--- config.mk ---
export PLATFORM = sky130hd
export DESIGN_NAME = key_router
export DESIGN_NICKNAME = d
export VERILOG_FILES = /design/src/rtl/key_router.sv
export SDC_FILE = /design/constraint.sdc
export NUM_CORES = 1
export LEC_CHECK = 0
export ABC_AREA = 1
export BUFFER_PORTS_ARGS = -buffer_cell sky130_fd_sc_hd__buf_2
export CORE_ASPECT_RATIO = 1.75
export CORE_MARGIN = 3
export CORE_UTILIZATION = 37
export DETAILED_ROUTE_END_ITERATION = 10
export HOLD_SLACK_MARGIN = 0.1
export PLACE_DENSITY = 0.63
export SLEW_MARGIN = 40
export SYNTH_ARGS = -nofsm -noshare
export SYNTH_HDL_FRONTEND = slang
export SYNTH_SLANG_ARGS = --single-unit
export TNS_END_PERCENT = 100
--- constraint.sdc ---
create_clock -name clk -period 2.3 [get_ports clk]
set_input_delay 0 -clock clk [delete_from_list [all_inputs] [get_ports clk]]
set_output_delay 0 -clock clk [all_outputs]
set_load 0.02 [all_outputs]
--- src/rtl/key_router.sv ---
// key_router: hold-off filter, key FIFO and menu/game dispatch with valid/ready handshakes.
// Optional KEY_ROUTER_DROP_CNT_EN adds a saturating drop_count output.
module key_router #(
    parameter int FIFO_DEPTH = 4,
    parameter int HOLDOFF    = 4
) (
    input  logic                          clk,
    input  logic                          rst,
    input  logic [7:0]                    key_in,
    input  logic                          key_strobe,
    input  logic                          menu_open,
    output logic [7:0]                    menu_key,
    output logic                          menu_key_valid,
    input  logic                          menu_key_ready,
    output logic [7:0]                    game_key,
    output logic                          game_key_valid,
    input  logic                          game_key_ready,
    output logic [$clog2(FIFO_DEPTH):0]   fifo_level,
`ifdef KEY_ROUTER_DROP_CNT_EN
    output logic [7:0]                    drop_count,
`endif
    output logic                          overflow
);

    localparam int AW = $clog2(FIFO_DEPTH);
    localparam int LW = AW + 1;
    localparam int HW = $clog2(HOLDOFF + 1);

    localparam logic [7:0] KEY_ESC   = 8'h1b;
    localparam logic [7:0] KEY_ENTER = 8'h0d;

    typedef enum logic [1:0] {IDLE, WAIT_MENU, WAIT_GAME} state_t;

    state_t          state;
    logic [7:0]      mem [FIFO_DEPTH];
    logic [AW-1:0]   wr_ptr;
    logic [AW-1:0]   rd_ptr;
    logic [7:0]      last_code;
    logic [HW-1:0]   holdoff_cnt;

    logic            candidate;
    logic            discard;
    logic            accept;
    logic            full;
    logic            pop;
    logic            push_ok;
    logic            drop;
    logic [7:0]      head;
    logic            to_menu;

    always_comb begin
        candidate = key_strobe && (key_in != 8'h00);
        discard   = candidate && (key_in == last_code) && (holdoff_cnt != '0);
        accept    = candidate && !discard;
        full      = (fifo_level == LW'(FIFO_DEPTH));
        pop       = (state == IDLE) && (fifo_level != '0);
        // A pop in the same cycle frees the slot the push needs.
        push_ok   = accept && (!full || pop);
        drop      = accept && full && !pop;
        head      = mem[rd_ptr];
        to_menu   = (head == KEY_ESC) || menu_open || (head == KEY_ENTER);
    end

    always_ff @(posedge clk or posedge rst) begin
        if (rst) begin
            last_code   <= 8'h00;
            holdoff_cnt <= '0;
        end else if (accept) begin
            last_code   <= key_in;
            holdoff_cnt <= HW'(HOLDOFF);
        end else if (holdoff_cnt != '0) begin
            holdoff_cnt <= holdoff_cnt - HW'(1);
        end
    end

    always_ff @(posedge clk) begin
        if (push_ok) mem[wr_ptr] <= key_in;
    end

    always_ff @(posedge clk or posedge rst) begin
        if (rst) begin
            wr_ptr     <= '0;
            rd_ptr     <= '0;
            fifo_level <= '0;
            overflow   <= 1'b0;
        end else begin
            if (push_ok) wr_ptr <= wr_ptr + AW'(1);
            if (pop)     rd_ptr <= rd_ptr + AW'(1);
            if (push_ok && !pop)
                fifo_level <= fifo_level + LW'(1);
            else if (pop && !push_ok)
                fifo_level <= fifo_level - LW'(1);
            if (drop) overflow <= 1'b1;
        end
    end

`ifdef KEY_ROUTER_DROP_CNT_EN
    always_ff @(posedge clk or posedge rst) begin
        if (rst)
            drop_count <= 8'h00;
        else if (drop && drop_count != 8'hff)
            drop_count <= drop_count + 8'h01;
    end
`endif

    always_ff @(posedge clk or posedge rst) begin
        if (rst) begin
            state          <= IDLE;
            menu_key       <= 8'h00;
            menu_key_valid <= 1'b0;
            game_key       <= 8'h00;
            game_key_valid <= 1'b0;
        end else begin
            unique case (state)
                IDLE: begin
                    if (pop) begin
                        if (to_menu) begin
                            menu_key       <= head;
                            menu_key_valid <= 1'b1;
                            state          <= WAIT_MENU;
                        end else begin
                            game_key       <= head;
                            game_key_valid <= 1'b1;
                            state          <= WAIT_GAME;
                        end
                    end
                end
                WAIT_MENU: begin
                    if (menu_key_ready) begin
                        menu_key       <= 8'h00;
                        menu_key_valid <= 1'b0;
                        state          <= IDLE;
                    end
                end
                WAIT_GAME: begin
                    if (game_key_ready) begin
                        game_key       <= 8'h00;
                        game_key_valid <= 1'b0;
                        state          <= IDLE;
                    end
                end
                default: state <= IDLE;
            endcase
        end
    end

endmodule

# --- After elaboration in Yosys (flattened, before gate mapping) ---
# Memory sizes are Yosys's and may differ from the RTL's.
# Cells that the tools add are included.
totals:
  reg_bits: 39
  mem_bits_rw: 32
  input_bits: 14
  output_inout_bits: 22
  word_cells: 83
  mem_count: 1
memory_table:
  columns: ["memory", "depth", "width", "read_ports", "rd_ports_with_merged_regs", "write_ports", "line", "rtl"]
  rows:
  - ["mem", 4, 8, 1, 0, 1, "35", "logic [7:0] mem [FIFO_DEPTH];"]
op_classes:
  n_addsub: 5
  eq_ne: 11
  muxes: 27
  n_reduce_logical: 28
ops:
  columns: ["operator", "n"]
  rows:
  - ["8-bit two-way mux", 6]
  - ["8-bit case mux with 2 select lines", 2]
  - ["3-bit two-way mux", 4]
  - ["1-bit logical AND", 10]
  - ["2-bit inequality test, second input constant", 5]
  - ["8-bit by 4-bit == test with 1-bit output, second input constant", 1]
  - ["8-bit by 5-bit == test with 1-bit output, second input constant", 1]
  - ["8-bit == test", 1]
  - ["1-bit two-way mux", 8]
  - ["2-bit two-way mux", 4]
  - ["4-bit AND reduction", 2]
  - ["2-bit nonzero test", 4]
  - ["8-bit nonzero test", 1]
  - ["2-bit case mux with 3 select lines", 1]
  - ["3-bit nonzero test", 2]
  - ["3-bit by 1-bit subtractor with 3-bit output, second input constant", 2]
  - ["2-bit by 1-bit adder with 2-bit output, second input constant", 2]
  - ["1-bit logical NOT", 4]
  - ["1-bit case mux with 2 select lines", 2]
  - ["3-bit by 1-bit adder with 3-bit output, second input constant", 1]
  - ["3-bit == test, second input constant", 1]
  - ["1-bit logical OR", 3]
  - ["3-bit AND reduction", 1]
  - ["2-bit by 1-bit == test with 1-bit output, second input constant", 1]
  - ["other kinds (2)", 2]

# --- Longest topological paths before layout ---
logic_depth:
  ltp_word: 11
  depth_mapped: 15
  ltp_nobuf: 15

# --- Worst setup path before layout ---
# Ideal clock, no wire load.
synth_timing:
  path_type: "reg-to-reg"
  startpoint: "register holdoff_cnt[0]"
  endpoint: "register fifo_level[1]"
  setup_time_ps: 125
  arrival_ps: 2060
  required_time_ps: 2175
  slack_ps: 115
  path_stages_with_launch: 13
  path_buffers: 0
  period_less_slack_ps: 2185
  cell_sequence: "dfrtp_1 -> inv_1 -> ha_1 -> nand2_1 -> nand3_1 -> nor3_1 -> nand4_1 -> nand2_1 -> nor2_1 -> ha_1 -> inv_1 -> fa_1 -> mux2_2"
synth_via:
  elab_chain_cells: 8
  elab_cells_between_ends: 10
synth_lines:
  columns: ["item", "line", "rtl"]
  rows:
  - ["start, declared", "39", "logic [HW-1:0] holdoff_cnt;"]
  - ["start signal, assigned", "70", "holdoff_cnt <= HW'(HOLDOFF);"]
  - ["start signal, assigned", "72", "holdoff_cnt <= holdoff_cnt - HW'(1);"]
  - ["3-bit nonzero test *", "53", "discard = candidate && (key_in == last_code) && (holdoff_cnt != '0);"]
  - ["1-bit logical AND *", "53", null]
  - ["1-bit logical NOT *", "54", "accept = candidate && !discard;"]
  - ["1-bit logical AND *", "54", null]
  - ["1-bit logical AND *", "58", "push_ok = accept && (!full || pop);"]
  - ["via push_ok", "46", "logic push_ok;"]
  - ["1-bit logical NOT", "91", "else if (pop && !push_ok)"]
  - ["1-bit logical AND", "91", null]
  - ["2-bit nonzero test (no source line)", null, null]
  - ["end signal, assigned", "90", "fifo_level <= fifo_level + LW'(1);"]
  - ["end signal, assigned", "92", "fifo_level <= fifo_level - LW'(1);"]
  - ["end, declared", "18", "output logic [$clog2(FIFO_DEPTH):0] fifo_level,"]
# The timed path passes the listed nets; every way through them passes the cells marked *.
# A chain may end at the register's enable or synchronous reset.

# --- Worst setup path in the final report ---
layout_timing:
  startpoint: "register holdoff_cnt[1]"
  endpoint: "register fifo_level[1]"
# Same word-level chain as after synthesis.

==> summary.md <==
| Metric | Value |
|---|---|
| Outcome | complete, no violations |
| DP Worst Slack | 30.91 ps |
| Initial Util | 38.51% |
| Clock Skews | 6.131 ps |
| CTS Buf Count | 9 |
| Clock Latency Late Sink | 340 ps |
| Post-DP HPWL | 5049 um |
| Avg Synthesized Cell Area | 9.431 um^2 |
| Die H | 132.9 um |
| WP data required | 2520 ps |
| Most frequent cells in the layout | 115 x nand2_1, 39 x dfrtp_1, 37 x inv_1, 35 x buf_2, 32 x edfxtp_1 |
| Final WL | 6703 um |
| Post-synthesis cell type count | 31 |
| Overall die width | 78.51 um |
| Sink Count | 71 |
| Ports | 36 |
| Worst-path clk slew | 60 ps |
| Die ar. | 0.01043 mm^2 |
| Final WS setup | 153.4 ps |
| Reg-to-reg startpoint | holdoff_cnt[1] |
| Worst R2R Setup Slack | 150 ps |
| P_leak | 2.025 nW |
| Setup violations, final | 0 |
| DR vias/cell | 4.502 |
| GRT overflow | 0 |
| Min Clock Period, post-route | 2147 ps |
| Crit Path Category | reg -> reg |
| Util after Layout | 47.11% |
| CTS tree | built |
| Final ANT Viol Nets | 0 |
| Core area | 0.008840 mm^2 |
| Worst-Margin Slew | 511.9 ps |
| First-pass GRT wire length | 11450 um |
| Largest net degree at the start of global routing | 40 |
| Met1 Use GR | 14.19% |
| DRC Markers | 0 |
| Pre-antenna DRT Iters | 4 |
| Area of the mapped netlist | 0.003405 mm^2 |
| Slew margin rel. | 65.87% |
| Sequential area share after synthesis | 56.89% |
| R2r endpoint | fifo_level[1] |
| Post-DR wirelength/cell | 12.32 um |
| Count of nets after finishing | 444 |
| Met2 Track Usage GR | 26.58% |
| Syn-to-layout area delta | 22.31% |
| Ant. Diodes | 0 |
| Hold_sp | menu_open |
| Hold Crit Class | in -> reg |
| WHS Path Cells | 6 |
| Row count | 45 |
| Share of layout cells above drive strength 1 | 22.48% |
| Hold Violations, Final | 0 |
| 1st-iter DRT viols | 120 |
| Buffers on Ports | 35 |
| Synthesized instance count | 361 |
| Vias in the first global route | 2481 |
| Final GP Congestion | 0.7761 |
| Maximum fanout along the worst path | 3 |
| Met3 usage | 4.223% |
| Period utilisation layout | 93.33% |
| H-tree lvl count | 3 |
| Via count | 2449 |
| Commonest non-fill, non-tap cell in the layout | nand2_1 |
| VDD IR max | 0.0004629 V |
| Pwr dens | 1341 mW/mm^2 |
| Hold Slack | 130.5 ps |
| MaxCap Viol Count | 0 |
| Initial antenna violation count | 0 |
| Pins Over Slew Limit | 0 |
| Hold endpoint | state[1] |
| R2R cell count | 12 |
| Nature of the critical path endpoint | flop |
| Synthesis Warnings | 0 |
| Yosys reg bits | 71 |
| Post CTS Setup Buffer Count | 0 |
| CP startpoint kind | flop |
| Fmax | 0.4658 GHz |
| CTS Root Cell | clkbuf_16 |
| CTS max path bufs | 2 |
| WP data arrival | 2370 ps |
| Most Crowded Layer GR | met2 |
| Syn Nets | 383 |
| Total Routing Usage GR | 14.38% |
==> sequential cells by signal, indices dropped and copies added, names as in the netlist <==
register	cells
fifo_level	3
game_key	8
game_key_valid	1
holdoff_cnt	3
last_code	8
mem	32
menu_key	8
menu_key_valid	1
overflow	1
rd_ptr	2
state	2
wr_ptr	2
==> worst max-delay path, cell delays in order (launching register included) <==
cell and delay (ps):
dfrtp_1 340, inv_2 60, ha_4 160, nand2_2 70
nand3_2 80, nor3_2 100, nand4_1 110, nand2_2 130
nor2_4 50, ha_1 190, inv_2 70, fa_1 410
mux2_2 260
==> worst max path at each step <==
stage | startpoint | end | depth (start not counted)
2_1_floorplan | holdoff_cnt[0] | fifo_level[1] | 12
3_3_place_gp | holdoff_cnt[0] | fifo_level[1] | 12
3_5_place_dp | holdoff_cnt[0] | fifo_level[1] | 12
4_1_cts | holdoff_cnt[0] | fifo_level[1] | 12
5_1_grt | holdoff_cnt[1] | fifo_level[2] | 15
6_report | holdoff_cnt[1] | fifo_level[1] | 12
==> cell families after synthesis <==
logic type      after synthesis  synth area share, %
fa+ha+maj                     8                3.161
xor+xnor                     11                2.830
buf+inv                      50                7.093
flops                        71                56.89
mux                           1               0.3307
simple gates                200                26.35
compound gates               20                3.344
==> synth_stat cells (all sizes together) <==
master	number	area, um^2
dfrtp	39	975.9
nor3	2	10.01
edfxtp	32	960.9
fa	1	20.02
xnor2	2	17.52
a21oi	4	20.02
inv	41	153.9
clkbuf	3	21.27
o21bai	1	7.510
nand3	33	195.2
o21a	2	15.01
o211ai	1	7.510
o21ai	12	63.81
buf	6	66.31
nor2	28	117.6
ha	7	87.58
xor2	9	78.83
nand2	130	530.5
nand4	7	43.79
mux2	1	11.26
==> report_power, final <==
group / switching, mW / leakage (nW) / internal, mW
combinational: 1.51 / 1.11 / 0.823
clock: 0.500 / 0.143 / 0.831
sequential: 0.198 / 0.774 / 1.72
total: 2.21 / 2.02 / 3.38
==> what timing repair did <==
item | CTS | global route
gates resized for setup | 0 | 11
hold buffers | 11 | 0
hold endpoints to repair | 81 | 0
endpoints found under the setup margin | 0 | 2
==> through the flow <==
stage | area [um^2] | TNS, ps | total power, mW | instances
2_1_floorplan | 3405 | 0 | 3.681 | 361
3_3_place_gp | 3736 | 0 | 4.169 | 517
3_5_place_dp | 3736 | 0 | 4.250 | 517
4_1_cts | 4129 | 0 | 5.618 | 544
5_1_grt | 4164 | -3.721 | 6.049 | 544
6_report | 4164 | 0 | 5.585 | 544
==> layer usage <==
layer,vias up,share of wire (%)
met2,37,56
met5,-,0
li1,1276,-
met1,1125,37
met3,11,3.9
met4,0,2.4
==> cell type report <==
cell class / count / area, um^2
well taps: 117 / 146.4
fillers: 867 / 4676
clock inverters: 5 / 50.05
inverters: 41 / 153.9
clock buffers: 11 / 232.7
repair buffers: 59 / 382.9
multi-input cells: 240 / 1261
flip-flops and latches: 71 / 1937
No activity file was read; power rests on OpenSTA's default activity.
